==> config.mk <==
export PLATFORM = sky130hd
export DESIGN_NAME = biquad8_coeff_loader_flat
export DESIGN_NICKNAME = d
export VERILOG_FILES = /design/src/rtl/biquad8_coeff_loader_if.sv /design/src/rtl/biquad8_coeff_loader.sv /design/src/flat_wrapper.sv
export SDC_FILE = /design/constraint.sdc
export NUM_CORES = 1
export LEC_CHECK = 0
export ABC_AREA = 0
export CORE_MARGIN = 10
export CORE_UTILIZATION = 40
export DETAILED_ROUTE_END_ITERATION = 6
export RECOVER_POWER = 25
export SETUP_SLACK_MARGIN = 0.2
export SLEW_MARGIN = 20
export SYNTH_ARGS = -nofsm -noshare
export SYNTH_HDL_FRONTEND = slang
export SYNTH_SLANG_ARGS = --single-unit
==> constraint.sdc <==
create_clock -name clk -period 17.9 [get_ports clk]
set_clock_uncertainty 0.2 [all_clocks]
set_input_delay 2.685 -clock clk [delete_from_list [all_inputs] [get_ports clk]]
set_output_delay 2.685 -clock clk [all_outputs]
set_load 0.005 [all_outputs]
==> src/rtl/biquad8_coeff_loader_if.sv <==
// Host write/commit bus and filter coefficient stream of the biquad coefficient loader.
// Width parameters must match the loader instance attached through the slave modport.
interface biquad8_coeff_loader_if #(
  parameter int CWIDTH   = 18,
  parameter int ADDRBITS = 4
);
  logic                wr_en_i;
  logic [ADDRBITS-1:0] wr_addr_i;
  logic [CWIDTH-1:0]   wr_dat_i;
  logic                commit_i;
  logic                busy_o;
  logic                done_o;
  logic                wr_reject_o;
  logic [CWIDTH-1:0]   coeff_dat_o;
  logic                coeff_wr_o;
  logic                coeff_update_o;

  modport slave (
    input  wr_en_i, wr_addr_i, wr_dat_i, commit_i,
    output busy_o, done_o, wr_reject_o, coeff_dat_o, coeff_wr_o, coeff_update_o
  );

  modport master (
    output wr_en_i, wr_addr_i, wr_dat_i, commit_i,
    input  busy_o, done_o, wr_reject_o, coeff_dat_o, coeff_wr_o, coeff_update_o
  );
endinterface

==> src/rtl/biquad8_coeff_loader.sv <==
// Shadow-buffered coefficient loader: streams NCOEFF words, highest index first, into a
// DSP B-cascade chain with a strobe every other cycle, then fires a single update strobe.
module biquad8_coeff_loader #(
  parameter int NCOEFF   = 12,
  parameter int CWIDTH   = 18,
  parameter int ADDRBITS = 4
) (
  input logic clk,
  input logic rst,
  biquad8_coeff_loader_if.slave bus
);

  typedef enum logic [2:0] {S_IDLE, S_SHIFT, S_HOLD, S_UPDATE, S_DONE} state_t;

  localparam logic [ADDRBITS-1:0] LAST_IDX = ADDRBITS'(NCOEFF - 1);

  state_t              r_state;
  state_t              w_next;
  logic [CWIDTH-1:0]   r_shadow [NCOEFF];
  logic [ADDRBITS-1:0] r_idx;
  logic                r_pend;
  logic                r_reject;

  logic w_load;
  logic w_step;
  logic w_busy;
  logic w_wr;
  logic w_upd;
  logic w_done;
  logic w_addr_ok;
  logic w_wr_ok;

  assign w_addr_ok = ({1'b0, bus.wr_addr_i} < (ADDRBITS + 1)'(NCOEFF));
  assign w_wr_ok   = bus.wr_en_i && !w_busy && w_addr_ok;

  always_ff @(posedge clk or posedge rst) begin
    if (rst) r_state <= S_IDLE;
    else     r_state <= w_next;
  end

  always_comb begin
    w_next = r_state;
    w_load = 1'b0;
    w_step = 1'b0;
    w_busy = 1'b0;
    w_wr   = 1'b0;
    w_upd  = 1'b0;
    w_done = 1'b0;
    case (r_state)
      S_IDLE: begin
        if (bus.commit_i || r_pend) begin
          w_next = S_SHIFT;
          w_load = 1'b1;
        end
      end
      S_SHIFT: begin
        w_busy = 1'b1;
        w_wr   = 1'b1;
        w_next = S_HOLD;
      end
      S_HOLD: begin
        w_busy = 1'b1;
        if (r_idx == '0) begin
          w_next = S_UPDATE;
        end else begin
          w_next = S_SHIFT;
          w_step = 1'b1;
        end
      end
      S_UPDATE: begin
        w_busy = 1'b1;
        w_upd  = 1'b1;
        w_next = S_DONE;
      end
      S_DONE: begin
        w_done = 1'b1;
        // A queued commit keeps the loader busy straight into the next sequence
        w_busy = r_pend;
        if (r_pend || bus.commit_i) begin
          w_next = S_SHIFT;
          w_load = 1'b1;
        end else begin
          w_next = S_IDLE;
        end
      end
      default: w_next = S_IDLE;
    endcase
  end

  always_ff @(posedge clk or posedge rst) begin
    if (rst) begin
      r_idx    <= '0;
      r_pend   <= 1'b0;
      r_reject <= 1'b0;
      for (int i = 0; i < NCOEFF; i++) r_shadow[i] <= '0;
    end else begin
      r_reject <= bus.wr_en_i && (w_busy || !w_addr_ok);
      if (w_wr_ok) r_shadow[bus.wr_addr_i] <= bus.wr_dat_i;
      if (w_load)      r_idx <= LAST_IDX;
      else if (w_step) r_idx <= r_idx - ADDRBITS'(1);
      if (w_load)                     r_pend <= 1'b0;
      else if (bus.commit_i && w_busy) r_pend <= 1'b1;
    end
  end

  // Buffer is write-locked while busy, so the selected word holds from strobe to next strobe
  assign bus.coeff_dat_o    = r_shadow[r_idx];
  assign bus.coeff_wr_o     = w_wr;
  assign bus.coeff_update_o = w_upd;
  assign bus.busy_o         = w_busy;
  assign bus.done_o         = w_done;
  assign bus.wr_reject_o    = r_reject;

endmodule

==> src/flat_wrapper.sv <==
// flat-port wrapper written by rule: the top's interface ports become plain ports
module biquad8_coeff_loader_flat 
#(
  parameter int NCOEFF   = 12,
  parameter int CWIDTH   = 18,
  parameter int ADDRBITS = 4
)
  (clk, rst, bus_wr_en_i, bus_wr_addr_i, bus_wr_dat_i, bus_commit_i, bus_busy_o, bus_done_o, bus_wr_reject_o, bus_coeff_dat_o, bus_coeff_wr_o, bus_coeff_update_o);
  biquad8_coeff_loader_if #(.CWIDTH(CWIDTH), .ADDRBITS(ADDRBITS)) bus_i ();
  input logic clk;
  input logic rst;
  input wire logic [$bits(bus_i.wr_en_i)-1:0] bus_wr_en_i;
  input wire logic [$bits(bus_i.wr_addr_i)-1:0] bus_wr_addr_i;
  input wire logic [$bits(bus_i.wr_dat_i)-1:0] bus_wr_dat_i;
  input wire logic [$bits(bus_i.commit_i)-1:0] bus_commit_i;
  output wire logic [$bits(bus_i.busy_o)-1:0] bus_busy_o;
  output wire logic [$bits(bus_i.done_o)-1:0] bus_done_o;
  output wire logic [$bits(bus_i.wr_reject_o)-1:0] bus_wr_reject_o;
  output wire logic [$bits(bus_i.coeff_dat_o)-1:0] bus_coeff_dat_o;
  output wire logic [$bits(bus_i.coeff_wr_o)-1:0] bus_coeff_wr_o;
  output wire logic [$bits(bus_i.coeff_update_o)-1:0] bus_coeff_update_o;
  assign bus_i.wr_en_i = bus_wr_en_i;
  assign bus_i.wr_addr_i = bus_wr_addr_i;
  assign bus_i.wr_dat_i = bus_wr_dat_i;
  assign bus_i.commit_i = bus_commit_i;
  assign bus_busy_o = bus_i.busy_o;
  assign bus_done_o = bus_i.done_o;
  assign bus_wr_reject_o = bus_i.wr_reject_o;
  assign bus_coeff_dat_o = bus_i.coeff_dat_o;
  assign bus_coeff_wr_o = bus_i.coeff_wr_o;
  assign bus_coeff_update_o = bus_i.coeff_update_o;
  biquad8_coeff_loader #(.NCOEFF(NCOEFF), .CWIDTH(CWIDTH), .ADDRBITS(ADDRBITS)) u_core (.clk(clk), .rst(rst), .bus(bus_i));
endmodule
==> results.txt <==
* Drt pass-1 iters: 5
* YS warnings: 0
- Category of the worst setup path launch point: input pin
- STA puts the critical path data required time at around 16,000 ps.
* Via count: ~6,000
- Transition at the pin with the smallest max-transition slack: about 6600 ps
- Fraction of layout cells with a size suffix above 1: between 40% and 50%
- Final HPWL from detailed placement: approximately 16,000 um
* Main area contributors after synthesis: dfrtp_1 (51%), mux2_2 (15%), mux2_4 (11%), mux4_2 (7.4%), mux2_1 (2.1%)
* Total number of clock tree sinks: approximately 230
- Final hold viol count: 0
* CP max stage cell: clkinvlp_2
- Final period util: 47.6%
- Overflow after GRT: 0
* Placeable core region: 0.0270 mm^2
- VDD sags by at most 0.0523 mV.
- In this run the core area contains 60 standard-cell rows.
- The max-slew violation count was 181.
* End-of-flow core utilization: between 40% and 50%
- DRT Wirelength: about 27,000 um
- Result of the run: finished with violations
- Combinational logic burns roughly 2.7% of the power.
- Number of max-cap violations: 2
- The clock passes through at most 3 buffers.
- The most used flip-flop cell after synthesis is dfrtp_1.
* Number of antenna violations at the first check in global routing: 0
- For this run, design rule violations remaining after detail routing come to 0.
- Pin placement for this block handled 49 I/O pins.
- Count of buffers inserted at the top-level ports: 48
* Number of flip-flops and latches in the synthesized netlist: approximately 230
- Summed over all cells, the static leakage comes to approximately 6 nW.
- In this run, distinct cell masters in the synthesized netlist total between 40 and 50.
* Fmax: between 100 and 150 MHz
- In this run, post-CTS hold repair placed 0 buffers.
- H-tree lvl count: 1
* DIE HEIGHT: roughly 190 um
- Global-route usage over all layers: roughly 16%
* Critical path class: in -> async
- Die area: ~0.035 mm^2
- Detail-routed net length per standard cell: about 24 um
- Ratio of routed vias to standard cells: around 5.6
- Of the total power, the share spent switching nets is 21.3%.
* RSZ-0062 raised after global routing: no
- Highest net fanout along the worst path: about 150
* Leading cell type by number of instances after synthesis: dfrtp_1
- Counting every net in the synthesized netlist gives between 700 and 800.
* Total negative slack for setup checks: 0 ps
- After clock tree synthesis, the repair step resized 0 gates.
- After synthesis the cells add up to about 0.011 mm^2.
- Summed over its instances, the top area cell type makes up 51.1% of the synthesized netlist area.
* Clock-pin slew of the registers on the worst-case setup and hold paths: 60 ps
- Remaining antenna violation count after routing: 0
- On the worst path, the slowest cell contributes a delay of between 3000 and 4000 ps.
- TritonCTS built the clock tree.
- Number of failing setup endpoints in the final timing report: 0
* Pin count of the biggest net entering global routing: 150
- Sequential cells were found to cover 51.1% of the synthesized design area.
* Family with the most delay on the worst path: buffers and inverters
- The largest total area in the synthesized netlist belongs to dfrtp_1.
* Detailed router's first-iteration violation count: 370
- Layout overhead on the synthesized area: 12.1%
- Once layout is done, the placed cells without fillers occupy approximately 0.012 mm^2.
- WP buf/inv: 2
* Sequential power share: around half
- Number of CTS-inserted buffers: 24
* Worst skew pair latency: between 500 and 600 ps
* Worst max-slew margin expressed relative to the limit: -341%
- Async set or reset register ratio after synthesis: 100%
- Initial Utilization: slightly above 40%
- In this run, synthesis inferred 0 flip-flops with an integrated enable.
- Number of cells produced by synthesis: slightly above 700
- Power spread over the standard cell area amounts to between 80 and 90 mW/mm^2.
- Root Buffer: clkbuf_16
- Average cell area after synthesis: about 15 um^2
- Critical Path Sink Type: async pin
* Net load switching power: 0.217 mW
- Measured along the x axis, the die boundary spans 186 um.
- The final reports fail on max-capacitance violations, max-slew violations.
- Subtracting the final worst setup slack from the clock period gives about 8500 ps.
- Post-CTS Setup Bufs: 0
* N_diodes: 0
- Internal Pwr Total: around 0.80 mW
- For the worst setup path, the data arrival time is 6950 ps.
- Global-route wire length before repair: 41,900 um
- The min-delay analysis places its worst path in the category reg -> reg.
- Nets: about 760
* Series of cell instances along the critical path: dlygate4sd3_1 > clkinvlp_2
* Commonest cells post-synth: dfrtp_1 (225), mux2_2 (151), mux2_4 (80)
* Number of global-route vias before repair: between 6,000 and 7,000
* Placed cell area: around 0.012 mm^2
* Clock share of power: a little under half
- RD Place Congestion: about 0.74
cell families after synthesis:
| kind of cell | synth area share (%) |
|---|---|
| AO/OA/AOI/OAI | 2.96 |
| adder cells (fa/ha/maj) | 0.227 |
| buffers and inverters | 3.68 |
| flip-flops | 51.1 |
| multiplexers | 35.8 |
| AND/OR/NAND/NOR | 6.25 |
area by class of cell:
cell class / instances / area, um^2
Multi-Input combinational cell: 420 / 4990
Sequential cell: 225 / 5630
Clock buffer: 38 / 754
Clock inverter: 2 / 10.0
Tap cell: 341 / 427
Inverter: 6 / 23.8
Timing Repair Buffer: 54 / 517
Fill cell: 2372 / 14700
power groups by stage:
stage	Combinational, mW	Clock (mW)	Sequential [mW]
6_report	0.0276	0.482	0.509
3_3_place_gp	0.0271	0	0.518
2_1_floorplan	0.0175	0	0.518
5_1_grt	0.0314	0.516	0.509
4_1_cts	0.0290	0.493	0.509
3_5_place_dp	0.0290	0	0.518
cell usage in the layout, fill, tap and decap left out, drive strengths merged, types with 2 or more instances in the layout:
master	instances
and4bb	5
ha	2
buf	6
clkbuf	39
dlygate4sd3	3
clkdlybuf4s50	44
nor4b	4
and3	2
and4b	2
nor2	21
dfrtp	225
clkinv	2
nand2b	2
mux2	252
o31ai	19
mux4	36
or4	2
inv	5
or3	2
nand4	12
nand2	22
a21oi	2
nand3	2
o22ai	18
o21ai	4
state kept, by name, indices dropped and copies added, names as in the netlist:
signal and cells:
u_core.bus.wr_reject_o 1, u_core.r_idx 4, u_core.r_pend 1, u_core.r_shadow 216, u_core.r_state 3
layer usage:
metal  global-route usage [%]  vias up  wire length, um
li1                         -     2676                -
met1                     21.6     3291            12200
met2                     25.6      116            12800
met3                     2.38       37             1080
met4                     3.26        0              485
met5                        0        -                0
final timing paths:
| path | slack (ps) | from | depth (start not counted) | to |
|---|---|---|---|---|
| min | 290 | u_core.r_shadow[108] | 1 | u_core.r_shadow[108] |
| max reg2reg | 13800 | u_core.r_idx[1] | 6 | u_core.r_idx[2] |
| max in group clk | 10520 | u_core.r_idx[1] | 5 | bus_coeff_dat_o[10] |
| min reg2reg | 290 | u_core.r_shadow[108] | 1 | u_core.r_shadow[108] |
| min in group asynchronous | 4490 | rst | 2 | u_core.r_shadow[210] |
| max | 9370 | rst | 2 | u_core.r_idx[0] |
through the flow:
step           power [mW]  setup slack (ps)  hold WS (ps)  instances
2_1_floorplan       0.536              8850           259        714
3_3_place_gp        0.545             11930           267       1046
3_5_place_dp        0.547             11950           279       1046
4_1_cts              1.03             11380           295       1086
5_1_grt              1.06              8050           310       1086
6_report             1.02              9370           289       1086
No activity file was read; power rests on OpenSTA's default activity.
